File: config.mk
export PLATFORM = sky130hd
export DESIGN_NAME = ahb_decode_mux
export DESIGN_NICKNAME = d
export VERILOG_FILES = /design/src/rtl/ahb_pkg.sv /design/src/rtl/ahb_default_slave.sv /design/src/rtl/ahb_decode_mux.sv
export SDC_FILE = /design/constraint.sdc
export NUM_CORES = 1
export LEC_CHECK = 0
export CORE_MARGIN = 2
export CORE_UTILIZATION = 23
export DETAILED_ROUTE_END_ITERATION = 8
export PLACE_DENSITY = 0.88
export SETUP_SLACK_MARGIN = 0.5
export SKIP_LAST_GASP = 1
export SYNTH_ARGS = -nofsm -noshare
export SYNTH_HDL_FRONTEND = slang
export SYNTH_SLANG_ARGS = --single-unit
File: constraint.sdc
create_clock -name HCLK -period 1.9 [get_ports HCLK]
set_input_delay 0.38 -clock HCLK [delete_from_list [all_inputs] [get_ports HCLK]]
set_output_delay 0.38 -clock HCLK [all_outputs]
set_load 0.03 [all_outputs]
File: src/rtl/ahb_pkg.sv
// ahb_pkg: shared AHB encodings, default slot bases, slot-index and default-slave state enums
package ahb_pkg;
  localparam logic [1:0] HTRANS_IDLE = 2'b00;
  localparam logic [1:0] HTRANS_BUSY = 2'b01;
  localparam logic [1:0] HTRANS_NONSEQ = 2'b10;
  localparam logic [1:0] HTRANS_SEQ = 2'b11;
  localparam logic HRESP_OKAY = 1'b0;
  localparam logic HRESP_ERROR = 1'b1;
  localparam logic [7:0] BASE0_DEF = 8'h00;
  localparam logic [7:0] BASE1_DEF = 8'h20;
  localparam logic [7:0] BASE2_DEF = 8'h50;
  localparam logic [7:0] BASE3_DEF = 8'h51;
  typedef enum logic [2:0] {S0, S1, S2, S3, DEF} slot_e;
  typedef enum logic [1:0] {DS_IDLE, DS_ERR1, DS_ERR2} ds_state_e;
endpackage

File: src/rtl/ahb_default_slave.sv
// ahb_default_slave: two-cycle ERROR responder for unmapped active transfers; in HCLK/HRESETn/HSEL/HREADY/HTRANS, out HREADYOUT/HRESP
module ahb_default_slave
  import ahb_pkg::*;
(
  input  logic       HCLK,
  input  logic       HRESETn,
  input  logic       HSEL,
  input  logic       HREADY,
  input  logic [1:0] HTRANS,
  output logic       HREADYOUT,
  output logic       HRESP
);
  ds_state_e state_q, state_d;
  logic start;
  always_comb begin
    start = HSEL && HREADY && HTRANS != HTRANS_IDLE && HTRANS != HTRANS_BUSY;
    state_d = state_q == DS_ERR1 ? DS_ERR2 : start ? DS_ERR1 : DS_IDLE;
    HREADYOUT = state_q != DS_ERR1;
    HRESP = state_q == DS_IDLE ? HRESP_OKAY : HRESP_ERROR;
  end
  always_ff @(posedge HCLK or negedge HRESETn)
    if (!HRESETn) state_q <= DS_IDLE;
    else state_q <= state_d;
endmodule

File: src/rtl/ahb_decode_mux.sv
// ahb_decode_mux: AHB address decoder for four slots plus default slave, with data-phase response mux; in HADDR/HTRANS/slave responses, out HSEL_Sn and HREADY/HRESP/HRDATA
module ahb_decode_mux
  import ahb_pkg::*;
#(
  parameter logic [7:0] BASE0 = BASE0_DEF,
  parameter logic [7:0] BASE1 = BASE1_DEF,
  parameter logic [7:0] BASE2 = BASE2_DEF,
  parameter logic [7:0] BASE3 = BASE3_DEF
) (
  input  logic        HCLK,
  input  logic        HRESETn,
  input  logic [31:0] HADDR,
  input  logic [1:0]  HTRANS,
  output logic        HSEL_S0,
  output logic        HSEL_S1,
  output logic        HSEL_S2,
  output logic        HSEL_S3,
  input  logic        HREADYOUT_S0,
  input  logic        HREADYOUT_S1,
  input  logic        HREADYOUT_S2,
  input  logic        HREADYOUT_S3,
  input  logic        HRESP_S0,
  input  logic        HRESP_S1,
  input  logic        HRESP_S2,
  input  logic        HRESP_S3,
  input  logic [31:0] HRDATA_S0,
  input  logic [31:0] HRDATA_S1,
  input  logic [31:0] HRDATA_S2,
  input  logic [31:0] HRDATA_S3,
  output logic        HREADY,
  output logic        HRESP,
  output logic [31:0] HRDATA
);
  slot_e addr_slot, sel_q, sel_d;
  logic def_ready, def_resp, unused_addr;
  assign unused_addr = ^HADDR[23:0];
  always_comb begin
    addr_slot = HADDR[31:24] == BASE0 ? S0 :
                HADDR[31:24] == BASE1 ? S1 :
                HADDR[31:24] == BASE2 ? S2 :
                HADDR[31:24] == BASE3 ? S3 : DEF;
    HSEL_S0 = addr_slot == S0;
    HSEL_S1 = addr_slot == S1;
    HSEL_S2 = addr_slot == S2;
    HSEL_S3 = addr_slot == S3;
    HREADY = sel_q == S0 ? HREADYOUT_S0 : sel_q == S1 ? HREADYOUT_S1 :
             sel_q == S2 ? HREADYOUT_S2 : sel_q == S3 ? HREADYOUT_S3 : def_ready;
    HRESP = sel_q == S0 ? HRESP_S0 : sel_q == S1 ? HRESP_S1 :
            sel_q == S2 ? HRESP_S2 : sel_q == S3 ? HRESP_S3 : def_resp;
    HRDATA = sel_q == S0 ? HRDATA_S0 : sel_q == S1 ? HRDATA_S1 :
             sel_q == S2 ? HRDATA_S2 : sel_q == S3 ? HRDATA_S3 : 32'h0;
    // a stalled data phase keeps its slot; the pending address phase waits
    sel_d = HREADY ? addr_slot : sel_q;
  end
  always_ff @(posedge HCLK or negedge HRESETn)
    if (!HRESETn) sel_q <= DEF;
    else sel_q <= sel_d;
  ahb_default_slave u_def (
    .HCLK      (HCLK),
    .HRESETn   (HRESETn),
    .HSEL      (addr_slot == DEF),
    .HREADY    (HREADY),
    .HTRANS    (HTRANS),
    .HREADYOUT (def_ready),
    .HRESP     (def_resp)
  );
endmodule

### Word level (Yosys, flattened, before mapping)

Cells that the tools add are included.

| word-level totals | value |
|---|---|
| flip-flop bits (word level) | 5 |
| output and inout port bits | 38 |
| input port bits | 172 |

| operators by class | value |
|---|---|
| reductions and logical operators | 8 |
| equality and inequality tests | 13 |
| muxes and demuxes | 19 |

Operator list:

| cell | number |
|---|---|
| $mux 32 | 4 |
| $eq 8x7->1 const B | 2 |
| $eq 3x2->1 const B | 4 |
| $mux 3 | 4 |
| $mux 1 | 10 |
| $eq 8x6->1 const B | 1 |
| $logic_not 8->1 | 1 |
| $eq 3x1->1 const B | 2 |
| $logic_not 3->1 | 2 |
| $ne 2x1->1 const B | 2 |
| $eq 3x3->1 const B | 1 |
| $logic_and 1x1->1 | 3 |
| $eq 2x1->1 const B | 1 |
| $logic_not 2->1 | 1 |
| $mux 2 | 1 |
| $reduce_bool 2->1 | 1 |

### Depth between registers and ports, before layout

Gate-level depths: netlist of the first run.

| logic depth | value |
|---|---|
| depth after elaboration | 11 |
| depth in mapped cells | 5 |

### Hierarchy

A second synthesis of the first run with hierarchy kept.

| second synthesis, totals | value |
|---|---|
| cells, all modules | 106 |
| area, all modules | 1,356.3 um^2 |

Modules (own cells, without submodules):

| module | instances | area each (um^2) | sequential area each (um^2) | cells each |
|---|---|---|---|---|
| ahb_decode_mux | 1 | 1,271.2 | 76.3 | 99 |
| ahb_default_slave | 1 | 85.1 | 50.0 | 7 |

### Worst setup path before layout of the first run

No wires, ideal clock.

| path | value |
|---|---|
| path type | input to output |
| start | input HADDR[25] |
| end | output HSEL_S0 |
| cell stages on the path | 3 |
| data arrival time | 1.727 ns |
| slack | -0.207 ns |
| buffers on the path | 1 |
| data required time | 1.520 ns |
| cell sequence | or4_4 > buf_6 > nor3_1 |

| between the ends | value |
|---|---|
| word-level cells in the longest chain between the ends | 6 |
| elaborated cells on any way between the ends | 9 |

RTL lines:

| what | RTL line | source |
|---|---|---|
| start, declared | ahb_decode_mux.sv:12 | `input logic [31:0] HADDR,` |
| $eq 8x7->1 | ahb_decode_mux.sv:41 | `HADDR[31:24] == BASE3 ? S3 : DEF;` |
| $mux 3 | ahb_decode_mux.sv:41 |  |
| $mux 3 | ahb_decode_mux.sv:40 | `HADDR[31:24] == BASE2 ? S2 :` |
| $mux 3 | ahb_decode_mux.sv:39 | `HADDR[31:24] == BASE1 ? S1 :` |
| $mux 3 * | ahb_decode_mux.sv:38 | `addr_slot = HADDR[31:24] == BASE0 ? S0 :` |
| $logic_not 3->1 * | ahb_decode_mux.sv:42 | `HSEL_S0 = addr_slot == S0;` |
| end, declared | ahb_decode_mux.sv:14 | `output logic HSEL_S0,` |

Every way passes the cells marked *; elsewhere a longest branch is shown, timed or not.

### Worst setup path in the final report of the first run

| path | value |
|---|---|
| start | register sel_q[0] |
| end | output HRDATA[15] |

| between the ends | value |
|---|---|
| word-level cells in the longest chain between the ends | 5 |
| elaborated cells on any way between the ends | 8 |

RTL lines:

| what | RTL line | source |
|---|---|---|
| start, declared | ahb_decode_mux.sv:34 | `slot_e addr_slot, sel_q, sel_d;` |
| start signal, assigned | ahb_decode_mux.sv:57 | `else sel_q <= sel_d;` |
| $eq 3x2->1 | ahb_decode_mux.sv:51 | `sel_q == S2 ? HRDATA_S2 : sel_q == S3 ? HRDATA_S3 : 32'h0;` |
| $mux 32 (2 in series) | ahb_decode_mux.sv:51 |  |
| $mux 32 | ahb_decode_mux.sv:50 | `HRDATA = sel_q == S0 ? HRDATA_S0 : sel_q == S1 ? HRDATA_S1 :` |
| $mux 32 * | ahb_decode_mux.sv:50 |  |
| end, declared | ahb_decode_mux.sv:32 | `output logic [31:0] HRDATA` |

Marks and branches as above.

==> results of run 1 <==
## state kept, by name, indices dropped and copies added, names as in the netlist
register and count:
u_def.state_q 2, sel_q 3
## path summary, 6_finish.rpt
check	to	slack [ns]	depth (start not counted)
setup / recovery	HRDATA[15]	-0.17	5
hold / removal	u_def.state_q[0]	0.38	1
setup reg to reg	sel_q[0]	0.17	6
hold reg to reg	u_def.state_q[1]	0.50	1
max in group asynchronous	sel_q[2]	1.27	1
min in group HCLK	u_def.state_q[1]	0.50	1
## area by class of cell
| cell class | instances | area [um2] |
|---|---|---|
| repair buffers | 210 | 2160 |
| fillers | 426 | 1870 |
| multi-input cells | 92 | 1510 |
| flip-flops and latches | 5 | 131 |
| well taps | 75 | 93.8 |
| clock buffers | 4 | 45.0 |
| inverters | 1 | 3.75 |
## cell usage after synthesis
master     number
a22o_1          1
a221oi_2        1
a2111oi_2       1
buf_6           1
mux2_1          1
dfrtp_1         4
o21bai_1        1
mux2i_4         1
mux2i_1         1
a21oi_1         3
nor4b_1         1
nand4b_1        1
mux4_2         33
inv_1           1
or4_4           1
nand3b_1        1
dfstp_2         1
buf_2           3
clkbuf_1        5
a221o_1         1
or4b_1          1
and3b_1         1
buf_4           4
or3_1           1
nor3_1          3
nor2_1          4
nor2b_1        34
## layer usage
layer  wire length, um  track usage [%]
met1              2320             18.7
met5                 0                0
met4               188             7.63
met2              4330             42.1
met3               629             4.56
## worst register-to-register path, cell delays in order, from the launching register on
cell and delay (ns):
dfrtp_2 0.40, buf_12 0.15, buf_8 0.14, mux2i_4 0.21
a221oi_4 0.28, buf_4 0.16, mux2_4 0.28
## cells by family after synthesis
| family | count (synthesis) |
|---|---|
| muxes | 36 |
| AOI/OAI and AO/OA | 8 |
| and+or+nand+nor | 48 |
| DFF | 5 |
| buffers and inverters | 14 |
## power by group
| part | total, mW | switching [mW] | leakage, nW | internal, mW |
|---|---|---|---|---|
| logic | 0.568 | 0.151 | 1.41 | 0.417 |
| registers | 0.118 | 0.00488 | 0.0618 | 0.113 |
| clock network | 0.199 | 0.0550 | 0.0228 | 0.144 |
| total | 0.885 | 0.211 | 1.49 | 0.674 |
## repair_timing
action / CTS / global route
gates cloned: 0 / 3
buffers inserted: 1 / 6
pin swaps: 8 / 7
gates resized for setup: 42 / 43
setup endpoints to repair: 42 / 42
hold buffers: 0 / 0
==> flow_summary.rst, run 1 <==
.. list-table::
   :header-rows: 1

   * - Metric
     - Value
   * - Worst hold path class
     - input pin to async pin
   * - Final setup violation count
     - 34
   * - Timing startpoint of the critical path
     - sel_q[0]
   * - Category of the worst setup path capture point
     - output port
   * - Average vias per placed instance
     - slightly below 5
   * - DIE AREA
     - between 6000 and 7000 um2
   * - Number of detailed-route iterations in the first pass
     - 4
   * - # port buffers
     - 184
   * - Worst reg2reg path startpoint
     - sel_q[0]
   * - RSZ-0062 raised after global routing
     - true
   * - Fin util
     - 67.9%
   * - Peak ir drop on the vdd network
     - about 290 uV
   * - Most frequent standard cell in the layout excluding fill and tap cells
     - clkdlybuf4s50_1
   * - Top cells by area in the synthesized netlist
     - mux4_2 54%, nor2b_1 16%, dfrtp_1 7.3%
   * - Crit start category
     - flip-flop
   * - Max-slew headroom at the worst pin
     - between 80% and 90%
   * - Max-slew violation count
     - 0
   * - Post-synthesis share of cell area spent on xor and xnor gates
     - 0%
   * - Row count
     - 28
   * - Aggregate global-route resource usage
     - between 20% and 30%
   * - Count of pins on the block boundary
     - 210
   * - Worst Tran Pin Value
     - around 0.3 ns
   * - Post-route insts no fill
     - between 300 and 400
   * - Vias post-DR
     - between 1500 and 2000
   * - Initial drt markers
     - 29
   * - TritonCTS clock tree
     - yes
   * - Main combinational cell family by area after synthesis
     - multiplexers
   * - Number of cells in the design after placement
     - ~370
   * - Fraction of final layout cells with drive strength greater than 1
     - 51.6%
   * - Wire length per cell
     - ~19 um
   * - Sinks on Clock Net
     - 5
   * - Final HPWL from detailed placement
     - between 5000 and 6000 um
   * - Post-synth design cell area
     - ~1400 um2
   * - Wire length of the first global-routing pass
     - ~10000 um
   * - Distinct cells, synth
     - 27
   * - Post-synth net total
     - 283
   * - Post-detailed-route count of antenna-violating nets
     - 0
   * - Status
     - finished, violations left
   * - Dpl ws
     - -0.265 ns
   * - Post-route setup slack
     - -0.169 ns
   * - Adder-Cell Fraction of Synth Area
     - 0%
   * - Accumulated negative setup slack
     - -4.52 ns
   * - Compound-gate portion of the synthesized area
     - approximately 5.2%
   * - Post-place instance area
     - approximately 3600 um2
   * - Worst-skew pair later-pin latency
     - approximately 0.22 ns
   * - Final std cell area, no fill
     - between 3000 and 4000 um2
   * - CP Buf/Inv Count
     - 3
   * - Post-Synthesis Mean Instance Area
     - about 12 um2
   * - Crit share post-route
     - 109%
   * - Top Family by Delay on Critical Path
     - multiplexers
   * - Proportion of synthesized area in mux cells
     - between 50% and 60%
   * - Total grt overflow
     - 0
   * - H-tree lvl count
     - 1
   * - Hold violation total from the final report
     - 0
   * - Via count of the first global-routing pass
     - 2095
   * - Ant. Diodes
     - 0
   * - Gate count of the mapped netlist
     - roughly 110
   * - CTS Root Buffer Type
     - clkbuf_8
   * - Commonest cells after routing, fill and taps aside
     - 138 x clkdlybuf4s50_1, 36 x buf_6, 33 x mux4_2, 29 x nor2b_4, 19 x buf_4
   * - Power density over the cells
     - roughly 220 nW/um2
   * - Total of flip-flops plus latches after synthesis
     - 5
   * - Leakage dissipation
     - about 1.5 nW
   * - Routability congestion estimate
     - between 0.7 and 0.8
   * - Detailed-route wire length
     - approximately 7500 um
   * - Maximum number of buffers from clock root to sink
     - 2
   * - Max-cap violation count
     - 0
   * - Final-stage net count
     - slightly below 500
   * - Standard cell with the maximum stage delay on the critical path
     - mux4_2
   * - Yosys Warn Count
     - 0
   * - Max Freq
     - between 0.4 and 0.5 GHz
   * - Floorplan Core Area
     - between 5000 and 6000 um2
   * - Maximum fanout encountered on the critical timing path
     - 7
   * - DRC violation count after routing
     - 0
   * - Delay of the slowest cell on the worst path
     - approximately 0.5 ns
   * - Cells traversed along the worst timing path
     - buf_12 > buf_6 > mux4_2 > nor2b_4 > buf_4
   * - Power Total
     - just under 900 uW
   * - Top cell type by total area after synthesis
     - mux4_2
   * - Kind of critical path
     - flip-flop to output port
   * - Area growth from synthesis to layout
     - 189%
   * - Violated checks
     - negative setup slack
   * - Sequential share of the synthesized area
     - a little under a tenth
   * - Clk slew on worst S/H paths
     - 0.04 ns
   * - Final setup skew
     - 0.00282 ns
   * - Simple-gate share of the synthesized area
     - approximately 22%
   * - Largest net degree at the start of global routing
     - 29
   * - Data required time at the worst endpoint
     - around 1.5 ns
   * - Starting utilization of the core area
     - between 20% and 30%
   * - Post-route worst hold slack
     - about 0.38 ns
   * - Minimum clock period after layout
     - 2.07 ns
   * - Initial antenna violation count
     - 0
   * - DIE HEIGHT
     - between 80 and 90 um
   * - Top cell type's share of synthesized area
     - between 50% and 60%
   * - Number of buffers added by the clock tree synthesis step
     - 3
   * - Die width
     - slightly above 80 um
   * - Arrival time at the worst endpoint
     - between 1.5 and 2 ns
No activity file was read; power rests on OpenSTA's default activity.
==> run 2: changes to the inputs <==
--- a/config.mk
+++ b/config.mk
@@ -8,7 +8,8 @@
 export CORE_MARGIN = 2
 export CORE_UTILIZATION = 23
 export DETAILED_ROUTE_END_ITERATION = 8
-export PLACE_DENSITY = 0.88
+export PLACE_DENSITY = 0.86
+export REMOVE_ABC_BUFFERS = 1
 export SETUP_SLACK_MARGIN = 0.5
 export SKIP_LAST_GASP = 1
 export SYNTH_ARGS = -nofsm -noshare
==> run 2 against run 1 <==
Net effect: the flow still finishes with violations (negative setup slack); clock skew fell by 0.0023 ns; setup slack got worse by 0.062 ns; critical path depth grew 1; first-iteration DRC count grew 41%; cell count is 0.78% higher; final area shrank 5.7%; clock power up 3%; sequential power about the same; hold slack got worse by 0.0078 ns; maximum frequency is 2.9% lower; via count shrank 1.4%; sequential share of layout area rose by 0.10 points.
==> flow_summary.rst, run 2 (synthesis results as in run 1) <==
.. list-table::
   :header-rows: 1

   * - Metric
     - Value
   * - Power density over the cells
     - 227 nW/um2 (+1.0%)
   * - CP Buf/Inv Count
     - 4 (+1)
   * - Initial drt markers
     - 41 (+41%)
   * - Count of hold buffers inserted by post-cts repair
     - 0 (unchanged)
   * - Most frequent standard cell in the layout excluding fill and tap cells
     - clkdlybuf4s50_1
   * - Capture instance of the worst register-to-register path
     - sel_q[0]
   * - Max FFs per register
     - 3 (unchanged)
   * - Number of detailed-route iterations in the first pass
     - 4 (unchanged)
   * - Count of pins on the block boundary
     - 210 (unchanged)
   * - Largest registers
     - sel_q: 3 flops, u_def.state_q: 2 flops
   * - Largest net degree at the start of global routing
     - 35 (+21%)
   * - Detailed-route wire length
     - 6710 um (-10%)
   * - Fraction of final layout cells with drive strength greater than 1
     - 42.2% (-9.4 points)
   * - CTS Root Buffer Type
     - clkbuf_8
   * - Accumulated negative setup slack
     - -6.06 ns (-1.55 ns)
   * - Aggregate global-route resource usage
     - 17.7% (-2.6 points)
   * - Via count of the first global-routing pass
     - 1936 (-7.6%)
   * - Minimum clock period after layout
     - 2.13 ns (+0.0616 ns)
   * - Global-route met2 utilization
     - 36.3% (-5.8 points)
   * - Maximum number of buffers from clock root to sink
     - 2 (unchanged)
   * - Total grt overflow
     - 0 (unchanged)
   * - Largest register by flop count
     - sel_q
   * - Final-stage net count
     - 488 (+0.62%)
   * - Category of the worst setup path capture point
     - output port
   * - DIE HEIGHT
     - 81.1 um (unchanged)
   * - Worst Tran Pin Value
     - 0.353 ns (+0.0527 ns)
   * - Post-place instance area
     - 3320 um2 (-7.1%)
   * - Die width
     - 81.1 um (unchanged)
   * - Delay of the slowest cell on the worst path
     - 0.43 ns (-0.07 ns)
   * - Area growth from synthesis to layout
     - 172%
   * - Cells on worst reg2reg path
     - 7 (+1)
   * - Post-route worst hold slack
     - 0.371 ns (-0.00782 ns)
   * - Kind of critical path
     - flip-flop to output port
   * - Worst hold path class
     - input pin to async pin
   * - Max-slew violation count
     - 0 (unchanged)
   * - Wire length per cell
     - 17.2 um (-11%)
   * - Footprint of the multi-input gates
     - 1290 um2 (-15%)
   * - Standard cell with the maximum stage delay on the critical path
     - dfrtp_2
   * - Number of buffers added by the clock tree synthesis step
     - 3 (unchanged)
   * - DRC violation count after routing
     - 0 (unchanged)
   * - Flip-flop and latch area
     - 128 um2 (-2.9%)
   * - Ant. Diodes
     - 0 (unchanged)
   * - Wire length of the first global-routing pass
     - 8940 um (-12%)
   * - Commonest cells after routing, fill and taps aside
     - 138 x clkdlybuf4s50_1, 41 x buf_4, 33 x mux4_2, 27 x nor2b_1, 15 x buf_6
   * - Global routing's busiest layer
     - met2
   * - DIE AREA
     - 6580 um2 (unchanged)
   * - Routability congestion estimate
     - 0.815 (+9.1%)
   * - Leakage dissipation
     - 1.39 nW (-7.0%)
   * - Starting utilization of the core area
     - 23.5% (unchanged)
   * - Crit share post-route
     - 112% (+3.2 points)
   * - Floorplan Core Area
     - 5820 um2 (unchanged)
   * - Vias post-DR
     - 1851 (-1.4%)
   * - # port buffers
     - 184 (unchanged)
   * - Power Total
     - 843 uW (-4.8%)
   * - Worst-skew pair later-pin latency
     - 0.23 ns (about the same)
   * - Peak ir drop on the vdd network
     - 237 uV (-18%)
   * - TritonCTS clock tree
     - yes
   * - Maximum fanout encountered on the critical timing path
     - 5 (-2)
   * - Row count
     - 28 (unchanged)
   * - Met3 demand-to-capacity share in global routing
     - 3.78% (-0.78 points)
   * - Clk slew on worst S/H paths
     - 0.04 ns (about the same)
   * - Final HPWL from detailed placement
     - 5270 um (-10%)
   * - Met1 Usage GRT
     - 17.8% (-0.87 points)
   * - Average vias per placed instance
     - 4.75 (-2.1%)
   * - Reg2Reg Setup Slack
     - -0.01 ns (-0.18 ns)
   * - Max-cap violation count
     - 0 (unchanged)
   * - Worst reg2reg path startpoint
     - sel_q[0]
   * - Crit start category
     - flip-flop
   * - Stages on worst setup path
     - 6 (+1)
   * - Max Freq
     - 0.469 GHz (-2.9%)
   * - Final setup skew
     - 0.000474 ns (-0.00234 ns)
   * - Final std cell area, no fill
     - 3720 um2 (-5.7%)
   * - H-tree lvl count
     - 1 (unchanged)
   * - Final setup violation count
     - 35 (+2.9%)
   * - Max-slew headroom at the worst pin
     - 76.4% (-3.6 points)
   * - Status
     - finished, violations left
   * - Top Family by Delay on Critical Path
     - buffers and inverters
   * - Data required time at the worst endpoint
     - 1.52 ns (about the same)
   * - Violated checks
     - negative setup slack
   * - Cells traversed along the worst timing path
     - buf_12 > buf_12 > buf_6 > mux2i_4 > a221oi_2 > buf_4
   * - Cell seen most often among critical-path stages
     - buf_12
   * - Hold violation total from the final report
     - 0 (unchanged)
   * - Sinks on Clock Net
     - 5 (unchanged)
   * - Post-detailed-route count of antenna-violating nets
     - 0 (unchanged)
   * - Post-route setup slack
     - -0.230 ns (-0.0616 ns)
   * - Initial antenna violation count
     - 0 (unchanged)
   * - Arrival time at the worst endpoint
     - 1.75 ns (+0.06 ns)
   * - Count of fill cells added during filler insertion
     - 483 (+13%)
   * - RSZ-0062 raised after global routing
     - true
   * - Fin util
     - 64.0% (-3.9 points)
==> run 2: cell types whose count changed in the layout (fill, tap and decap cells not counted), moves of 2 or more <==
cell | previous run | this run
buf_12 | 6 | 11
buf_4 | 19 | 41
buf_6 | 36 | 15
buf_8 | 2 | 0
clkbuf_2 | 2 | 0
nor2b_1 | 1 | 27
nor2b_2 | 4 | 1
nor2b_4 | 29 | 6
nor3_2 | 0 | 3
nor3_4 | 3 | 0
==> run 2: report_power, final <==
group	total, mW	switching [mW]	internal (mW)
clock	0.205	0.0605	0.145
sequential	0.117	0.00408	0.113
combinational	0.521	0.133	0.388
total	0.843	0.197	0.645
==> run 2: area by class of cell <==
| class | count | share of cell area (%) |
|---|---|---|
| multi-input cells | 92 | 34.6 |
| repair buffers | 213 | 58.2 |
| clock buffers | 4 | 1.21 |
| well taps | 75 | 2.52 |
| flip-flops and latches | 5 | 3.43 |
| inverters | 1 | 0.101 |
==> run 2: worst reg2reg max path, stage by stage (launching register included) <==
cell and delay, ns:
dfrtp_2 0.43, buf_12 0.14, buf_12 0.12, buf_6 0.12, mux2i_4 0.18, a221oi_2 0.32, buf_4 0.16, mux2_1 0.32
==> run 2: metrics by stage <==
| step | worst slack, ns | instances |
|---|---|---|
| 2_1_floorplan | -1.14 | 98 |
| 3_3_place_gp | -0.206 | 370 |
| 3_5_place_dp | -0.229 | 370 |
| 4_1_cts | -0.198 | 377 |
| 5_1_grt | -0.284 | 390 |
| 6_report | -0.230 | 390 |
==> run 2: worst max-delay path by stage <==
| stage | start | to | slack (ns) |
|---|---|---|---|
| finish | sel_q[0] | HREADY | -0.23 |
| floorplan | sel_q[0] | sel_q[0] | -1.14 |
| global placement | HADDR[25] | HSEL_S0 | -0.21 |
| global route | sel_q[0] | HREADY | -0.28 |
| detailed placement | HADDR[25] | HSEL_S3 | -0.23 |
| CTS | sel_q[0] | HRDATA[10] | -0.20 |
==> run 2: repair_timing <==
action                                  4_1_cts  5_1_grt
buffers inserted                              3       10
pin swaps                                     8        9
gates resized for setup                      43       25
cloned                                        0        3
endpoints found under the setup margin       42       42
==> run 2: layer usage <==
layer / vias up / share of wire, % / wire, um
li1: 863 / - / -
met1: 901 / 35 / 2380
met2: 85 / 56 / 3760
met3: 2 / 8.2 / 553
met4: 0 / 0.28 / 19
met5: - / 0 / 0
==> run 3: changes to the inputs <==
--- a/config.mk
+++ b/config.mk
@@ -8,6 +8,7 @@
 export CORE_MARGIN = 2
 export CORE_UTILIZATION = 23
 export DETAILED_ROUTE_END_ITERATION = 8
+export GPL_ROUTABILITY_DRIVEN = 0
 export PLACE_DENSITY = 0.86
 export REMOVE_ABC_BUFFERS = 1
 export SETUP_SLACK_MARGIN = 0.5
==> results of run 3 <==
Same layout as run 2: the final DEF is identical, and so are final timing and power.
